`src/rtl/clk_phase_gen.sv`:
```
// clk_phase_gen: programmable-ratio clock divider with rise/fall strobes and phase output
// Optional completed-rise counter enabled by defining CLKGEN_PERIOD_CNT_EN.
module clk_phase_gen #(
  parameter int CNT_W        = 4,
  parameter int DEFAULT_DIV  = 4,
  parameter int PERIOD_CNT_W = 32
) (
  input  logic                    clock,
  input  logic                    reset,
  input  logic [CNT_W-1:0]        div_ratio,
  input  logic                    div_load,
  input  logic                    stall,
  output logic                    clk_div,
  output logic                    rise_strb,
  output logic                    fall_strb,
  output logic [CNT_W-1:0]        phase,
  output logic [CNT_W-1:0]        div_active,
  output logic [PERIOD_CNT_W-1:0] period_cnt
);
  localparam logic [CNT_W-1:0] DEF_D = CNT_W'(DEFAULT_DIV);
  logic [CNT_W-1:0] phase_q, phase_d, div_q, div_d, pend_q, pend_d, ratio_san, half;
  logic             pend_vld_q, pend_vld_d, clk_q, clk_d, rise_q, rise_d, fall_q, fall_d, wrap;
  // Next-state: a new ratio only takes effect on the wrap edge, so periods are never cut short
  always_comb begin
    ratio_san  = (div_ratio < CNT_W'(2)) ? CNT_W'(2) : div_ratio;
    wrap       = !stall && (phase_q == div_q - CNT_W'(1));
    div_d      = wrap ? (div_load ? ratio_san : (pend_vld_q ? pend_q : div_q)) : div_q;
    half       = CNT_W'(({1'b0, div_d} + (CNT_W+1)'(1)) >> 1);
    phase_d    = stall ? phase_q : (wrap ? '0 : phase_q + CNT_W'(1));
    clk_d      = stall ? clk_q : (phase_d < half);
    rise_d     = !stall && (phase_d == '0);
    fall_d     = !stall && (phase_d == half);
    pend_vld_d = div_load ? !wrap : (wrap ? 1'b0 : pend_vld_q);
    pend_d     = div_load ? ratio_san : pend_q;
  end
  // Divider state registers
  always_ff @(posedge clock) begin
    if (reset) begin
      phase_q    <= DEF_D - CNT_W'(1);
      div_q      <= DEF_D;
      pend_q     <= '0;
      pend_vld_q <= 1'b0;
      clk_q      <= 1'b0;
      rise_q     <= 1'b0;
      fall_q     <= 1'b0;
    end else begin
      phase_q    <= phase_d;
      div_q      <= div_d;
      pend_q     <= pend_d;
      pend_vld_q <= pend_vld_d;
      clk_q      <= clk_d;
      rise_q     <= rise_d;
      fall_q     <= fall_d;
    end
  end
`ifdef CLKGEN_PERIOD_CNT_EN
  logic [PERIOD_CNT_W-1:0] cnt_q;
  // Count rises in step with the rise strobe; wraps naturally
  always_ff @(posedge clock) begin
    if (reset) cnt_q <= '0;
    else if (rise_d) cnt_q <= cnt_q + PERIOD_CNT_W'(1);
  end
  assign period_cnt = cnt_q;
`else
  assign period_cnt = '0;
`endif
  assign clk_div    = clk_q;
  assign rise_strb  = rise_q;
  assign fall_strb  = fall_q;
  assign phase      = phase_q;
  assign div_active = div_q;
endmodule

```
`config.mk`:
```
export PLATFORM = sky130hd
export DESIGN_NAME = clk_phase_gen
export DESIGN_NICKNAME = d
export VERILOG_FILES = /design/src/rtl/clk_phase_gen.sv
export SDC_FILE = /design/constraint.sdc
export NUM_CORES = 1
export LEC_CHECK = 0
export ABC_AREA = 1
export BUFFER_PORTS_ARGS = -buffer_cell sky130_fd_sc_hd__buf_2
export CORE_ASPECT_RATIO = 1.5
export CORE_MARGIN = 10
export CORE_UTILIZATION = 51
export CTS_CLUSTER_SIZE = 10
export DETAILED_ROUTE_END_ITERATION = 10
export GPL_TIMING_DRIVEN = 0
export PLACE_DENSITY = 0.84
export REMOVE_ABC_BUFFERS = 1
export SLEW_MARGIN = 15
export SYNTH_ARGS = -nofsm -noshare
export SYNTH_HDL_FRONTEND = slang
export SYNTH_SLANG_ARGS = --single-unit
```
`constraint.sdc`:
```
create_clock -name clock -period 5.8 [get_ports clock]
set_input_delay 1.16 -clock clock [delete_from_list [all_inputs] [get_ports clock]]
set_output_delay 1.16 -clock clock [all_outputs]
set_load 0.05 [all_outputs]
```
## After elaboration in Yosys (flattened, before gate mapping)

Index checks and enable logic that the tools add are counted.

- Flip-flop bits (word level): 16
- Output and inout port bits: 43
- Word-level logic and storage cells: 29

- $add $sub $neg: 3
- Magnitude comparators: 2
- Eq/ne operators: 2
- Muxes and demuxes: 8
- Reduce and logical (&&, ||, !) cells: 7

Operators by type and width:

| operator | count |
|---|---|
| $mux W4 | 6 |
| $eq A4 B4 Y1 | 2 |
| $add A4 B1 Y5 const B | 1 |
| $add A4 B1 Y4 const B | 1 |
| $logic_not A4 Y1 | 1 |
| $lt A4 B2 Y1 const B | 1 |
| $lt A4 B4 Y1 | 1 |
| $sub A4 B1 Y4 const B | 1 |
| $logic_and A1 B1 Y1 | 3 |
| $logic_not A1 Y1 | 2 |
| $mux W1 | 2 |
| $reduce_bool A2 Y1 | 1 |

## Logic depth before layout (Yosys ltp)

- Depth after elaboration: 7
- Mapped depth: 18
- Mapped depth without buffers: 18

## Worst setup path before layout

No wires, ideal clock.

- Path type: input-to-reg
- Start: input stall
- End: register clk_q (netlist: clk_div)
- Arrival: 2.727 ns
- Data required time: 5.677 ns
- Setup slack: 2.950 ns
- Cell stages on the path: 14
- Buffers on the path: 0
- Cells stage by stage: inv_2 nand2_1 nor2_1 nand2_1 nor2_4 nand3b_1 nand2_1 clkinv_1 ha_1 xor2_1 ha_1 inv_1 nor3_1 o21ai_0

- Cells in the longest elaborated chain, start to end: 5
- Elaborated cells on any way between the ends: 7
- Classes of those cells: 1 x add/sub; 1 x order compare; 3 x mux; 2 x reduce/logical

RTL lines:

| element | line | source |
|---|---|---|
| start: declaration | 12 | `input logic stall,` |
| $logic_not A1 Y1 | 26 | `wrap = !stall && (phase_q == div_q - CNT_W'(1));` |
| $logic_and A1 B1 Y1 | 26 |  |
| $mux W4 | 27 | `div_d = wrap ? (div_load ? ratio_san : (pend_vld_q ? pend_q : div_q)) : div_q;` |
| named net div_d[0] | 21 | `logic [CNT_W-1:0] phase_q, phase_d, div_q, div_d, pend_q, pend_d, ratio_san, half;` |
| $add A4 B1 Y5 | 28 | `half = CNT_W'(({1'b0, div_d} + (CNT_W+1)'(1)) >> 1);` |
| $lt A4 B4 Y1 | 30 | `clk_d = stall ? clk_q : (phase_d < half);` |
| end signal: assignment | 51 | `clk_q <= clk_d;` |
| end: declaration | 22 | `logic pend_vld_q, pend_vld_d, clk_q, clk_d, rise_q, rise_d, fall_q, fall_d, wrap;` |

The timed path passes the listed nets, and every way through them passes these cells.
A chain may end at the register's enable or synchronous reset.

## Worst setup path in the final report

Same ends and word-level chain as after synthesis.

==> flow_metrics.py <==
metrics = {
    "synth": {
        "synth.avg_cell_area_sq_um": 7.022,
        "synth.yosys.seq_area_share": 0.2563,
        "number_of_warnings_reported_in_the_yosys_synthesis_log": 0,
        "post_synth_instance_area_sq_mm": 0.001250,
        "synthCells": 178,
        "netlist-cell-type-count": 27,
        "register_bit_count_reported_by_yosys": 16,
    },
    "setup_path": {
        "cp_data_required_time_ps": 6020,
        "cp_launch_type": "input pin",
        "worst_setup_path_end_kind": "flop",
        "timing.setup.critical_path_class": "input pin to flop",
        "worst-endpoint-arrival_ps": 3130,
        "setup.reg_to_reg.worst_slack_ps": 3120,
        "regToRegStartpoint": "div_active[0]",
        "r2r.worst_path.cells": 17,
        "r2r-end": "clk_div",
        "timing.critical_path.fanout_max": 9,
    },
    "sta": {
        "maxClockFrequency_mhz": 343.9,
        "clock-skew-final_ps": 1.436,
        "hold_viol_final": 0,
        "report.final.slew_viol_count": 0,
        "setup-violations-final": 0,
        "rsz0062_at_grt": "false",
        "fin_crit_sh": 0.5014,
        "whs_ps": 465.3,
        "final_critical_path_time_including_i_o_delays_and_setup_ps": 2908,
        "final.setup.tns_ps": 0,
    },
    "finish": {
        "antennaDiodeCount": 0,
        "mostFrequentLayoutCells": "nand2_1, conb_1, buf_2, inv_1, dfxtp_1",
        "flow.area_growth_from_synthesis_pct": 1.101,
        "final_layout_size_suffix_gt1_frac": 0.1624,
        "post_layout_nonfiller_instances": 220,
        "finish.instance_area_sq_mm": 0.001264,
        "most_common_cell_after_layout_fill_and_taps_aside": "nand2_1",
        "number_of_inserted_filler_cells_in_the_final_layout": 242,
        "final_nets": 214,
    },
    "job": {
        "maxCapViolations": 0,
    },
    "route": {
        "vias": 1055,
        "detail_route.vias_per_cell": 4.795,
        "drt-wirelength-per-cell_um": 12.10,
        "drt_drc_violations_left": 0,
        "initialDrtViolationCount": 16,
        "final_antenna_net_count": 0,
        "drt-pass1-iter-count": 4,
        "route.final.wire_length_mm": 2.661,
    },
    "clock_tree": {
        "cts_num_sinks": 16,
        "cts-hold-fix-buffers": 0,
        "clock_latency_ps": 290,
        "cts.clk_slew.worst_paths_ps": 90,
        "cts-buffers-inserted": 3,
        "tritoncts": "built",
        "cts-resized-gates": 0,
        "cts.repair_timing.setup_buffer_count": 0,
        "clockRootBuffer": "clkbuf_4",
        "cts_max_path_buffers": 2,
        "h-tree-depth": 1,
    },
    "grt": {
        "antenna_found_initial": 0,
        "first_global_vias": 983,
        "global_route.overflow_total": 0,
        "grt_max_degree": 11,
        "global_route.usage.total": 0.1057,
        "global_route_wire_length_before_repair_mm": 4.188,
    },
    "placed_design": {
        "postPlaceCellArea_sq_mm": 0.001241,
        "finalWeightedCongestion": 0.7865,
        "io_buffers": 18,
        "placedCellCount": 217,
        "dpl.hpwl_mm": 2.197,
    },
    "floorplanning": {
        "dieArea_sq_mm": 0.004872,
        "die_height_um": 80.63,
        "die-width_um": 60.42,
        "start_util": 0.5468,
        "core_sq_mm": 0.002286,
        "fp-row-count": 21,
        "top_level_ports": 51,
    },
    "hold_path": {
        "worst_hold_startpoint": "pend_q[3]",
        "timing.hold.worst.class": "flop to flop",
        "min_path_cells": 2,
        "hold_end": "pend_q[3]",
    },
    "power": {
        "vdd_drop_max_mv": 0.2917,
        "static-leakage-power_nw": 0.7250,
        "total_power_mw": 0.7179,
        "power.density_cell_area_mw_per_mm2": 568.1,
    },
    "run_status": {
        "outcome": "complete, no violations",
    },
}
## registers in the layout, summed over array words and instances (netlist names)
signal and count:
div_active 4, pend_q 4, rise_strb 1, phase 4, clk_div 1, pend_vld_q 1, fall_strb 1
## cells in the mapped netlist, drive strengths merged
| cell | count | share of area |
|---|---|---|
| clkinv | 1 | 0.0030 |
| mux2i | 1 | 0.0080 |
| nand2 | 44 | 0.15 |
| xnor2 | 1 | 0.0070 |
| dfxtp | 16 | 0.26 |
| xor2 | 4 | 0.028 |
| o21ai | 6 | 0.027 |
| nand3 | 12 | 0.048 |
| conb | 1 | 0.0030 |
| a21oi | 7 | 0.028 |
| nor3 | 2 | 0.0080 |
| ha | 7 | 0.070 |
| buf | 32 | 0.19 |
| nand4 | 3 | 0.015 |
| nor2b | 1 | 0.0050 |
| o211ai | 1 | 0.0060 |
| nor2 | 15 | 0.057 |
| nand3b | 1 | 0.0060 |
| inv | 19 | 0.057 |
| o21a | 2 | 0.012 |
| clkbuf | 1 | 0.0030 |
| a21boi | 1 | 0.0060 |
## logic make-up (layout without fill, tap and decap cells)
group | Yosys count | after routing | share of synthesized area
flops | 16 | 16 | 0.2563
other cells | 1 | 32 | 0.003000
simple gates | 78 | 78 | 0.2933
mux | 1 | 1 | 0.008008
compound gates | 17 | 17 | 0.07908
buf+inv | 53 | 41 | 0.2553
xor+xnor | 5 | 5 | 0.03503
fa+ha+maj | 7 | 7 | 0.07007
## how the worst max path moves through the flow
| stage | startpoint | to | slack, ps |
|---|---|---|---|
| final | stall | clk_div | 2890 |
| after global routing | stall | clk_div | 2660 |
| after CTS | stall | clk_div | 2900 |
| after floorplan | stall | clk_div | 2950 |
| after global placement | stall | clk_div | 2630 |
| after detailed placement | stall | clk_div | 2610 |
## metrics by stage
stage / util / setup WS [ps]
after floorplan: - / 2950
after global placement: 0.5430 / 2635
after detailed placement: 0.5430 / 2606
after CTS: 0.5528 / 2904
after global routing: 0.5528 / 2656
final: 0.5528 / 2892
## power breakdown
part	switching [mW]	leakage [nW]	internal, mW
sequential	0.0240	0.132	0.137
combinational	0.354	0.580	0.144
clock	0.0355	0.0138	0.0242
total	0.413	0.725	0.305
## layer usage
metal  wire (um)  vias up  GRT usage  part of all wire
met5           0        -          0                 0
met4          53        0    0.05507             0.020
met3         268        6    0.03465              0.10
met2        1333       44     0.1911              0.50
met1        1006      468     0.1005              0.38
li1            -      537          -                 -
## cell type report
cell class | instances | area [sq um] | share of cell area
inverters | 20 | 75.07 | 0.05941
well taps | 23 | 28.78 | 0.02277
flip-flops and latches | 16 | 320.3 | 0.2535
multi-input cells | 140 | 726.9 | 0.5752
repair buffers | 18 | 90.09 | 0.07129
clock buffers | 3 | 22.52 | 0.01782
## worst max-delay path, cell delays in order
cell      delay, ps
buf_2           140
inv_2            80
nand2_1          50
nor2_1           70
nand2_1          80
nor2_4          190
nand2_4         120
nand2_1          80
nand2_1          70
clkinv_1         90
ha_1            180
nand4_1         110
ha_1            330
a21oi_1         150
nand3_1          70
o21ai_0         150
(Power assumes the default switching activity.)
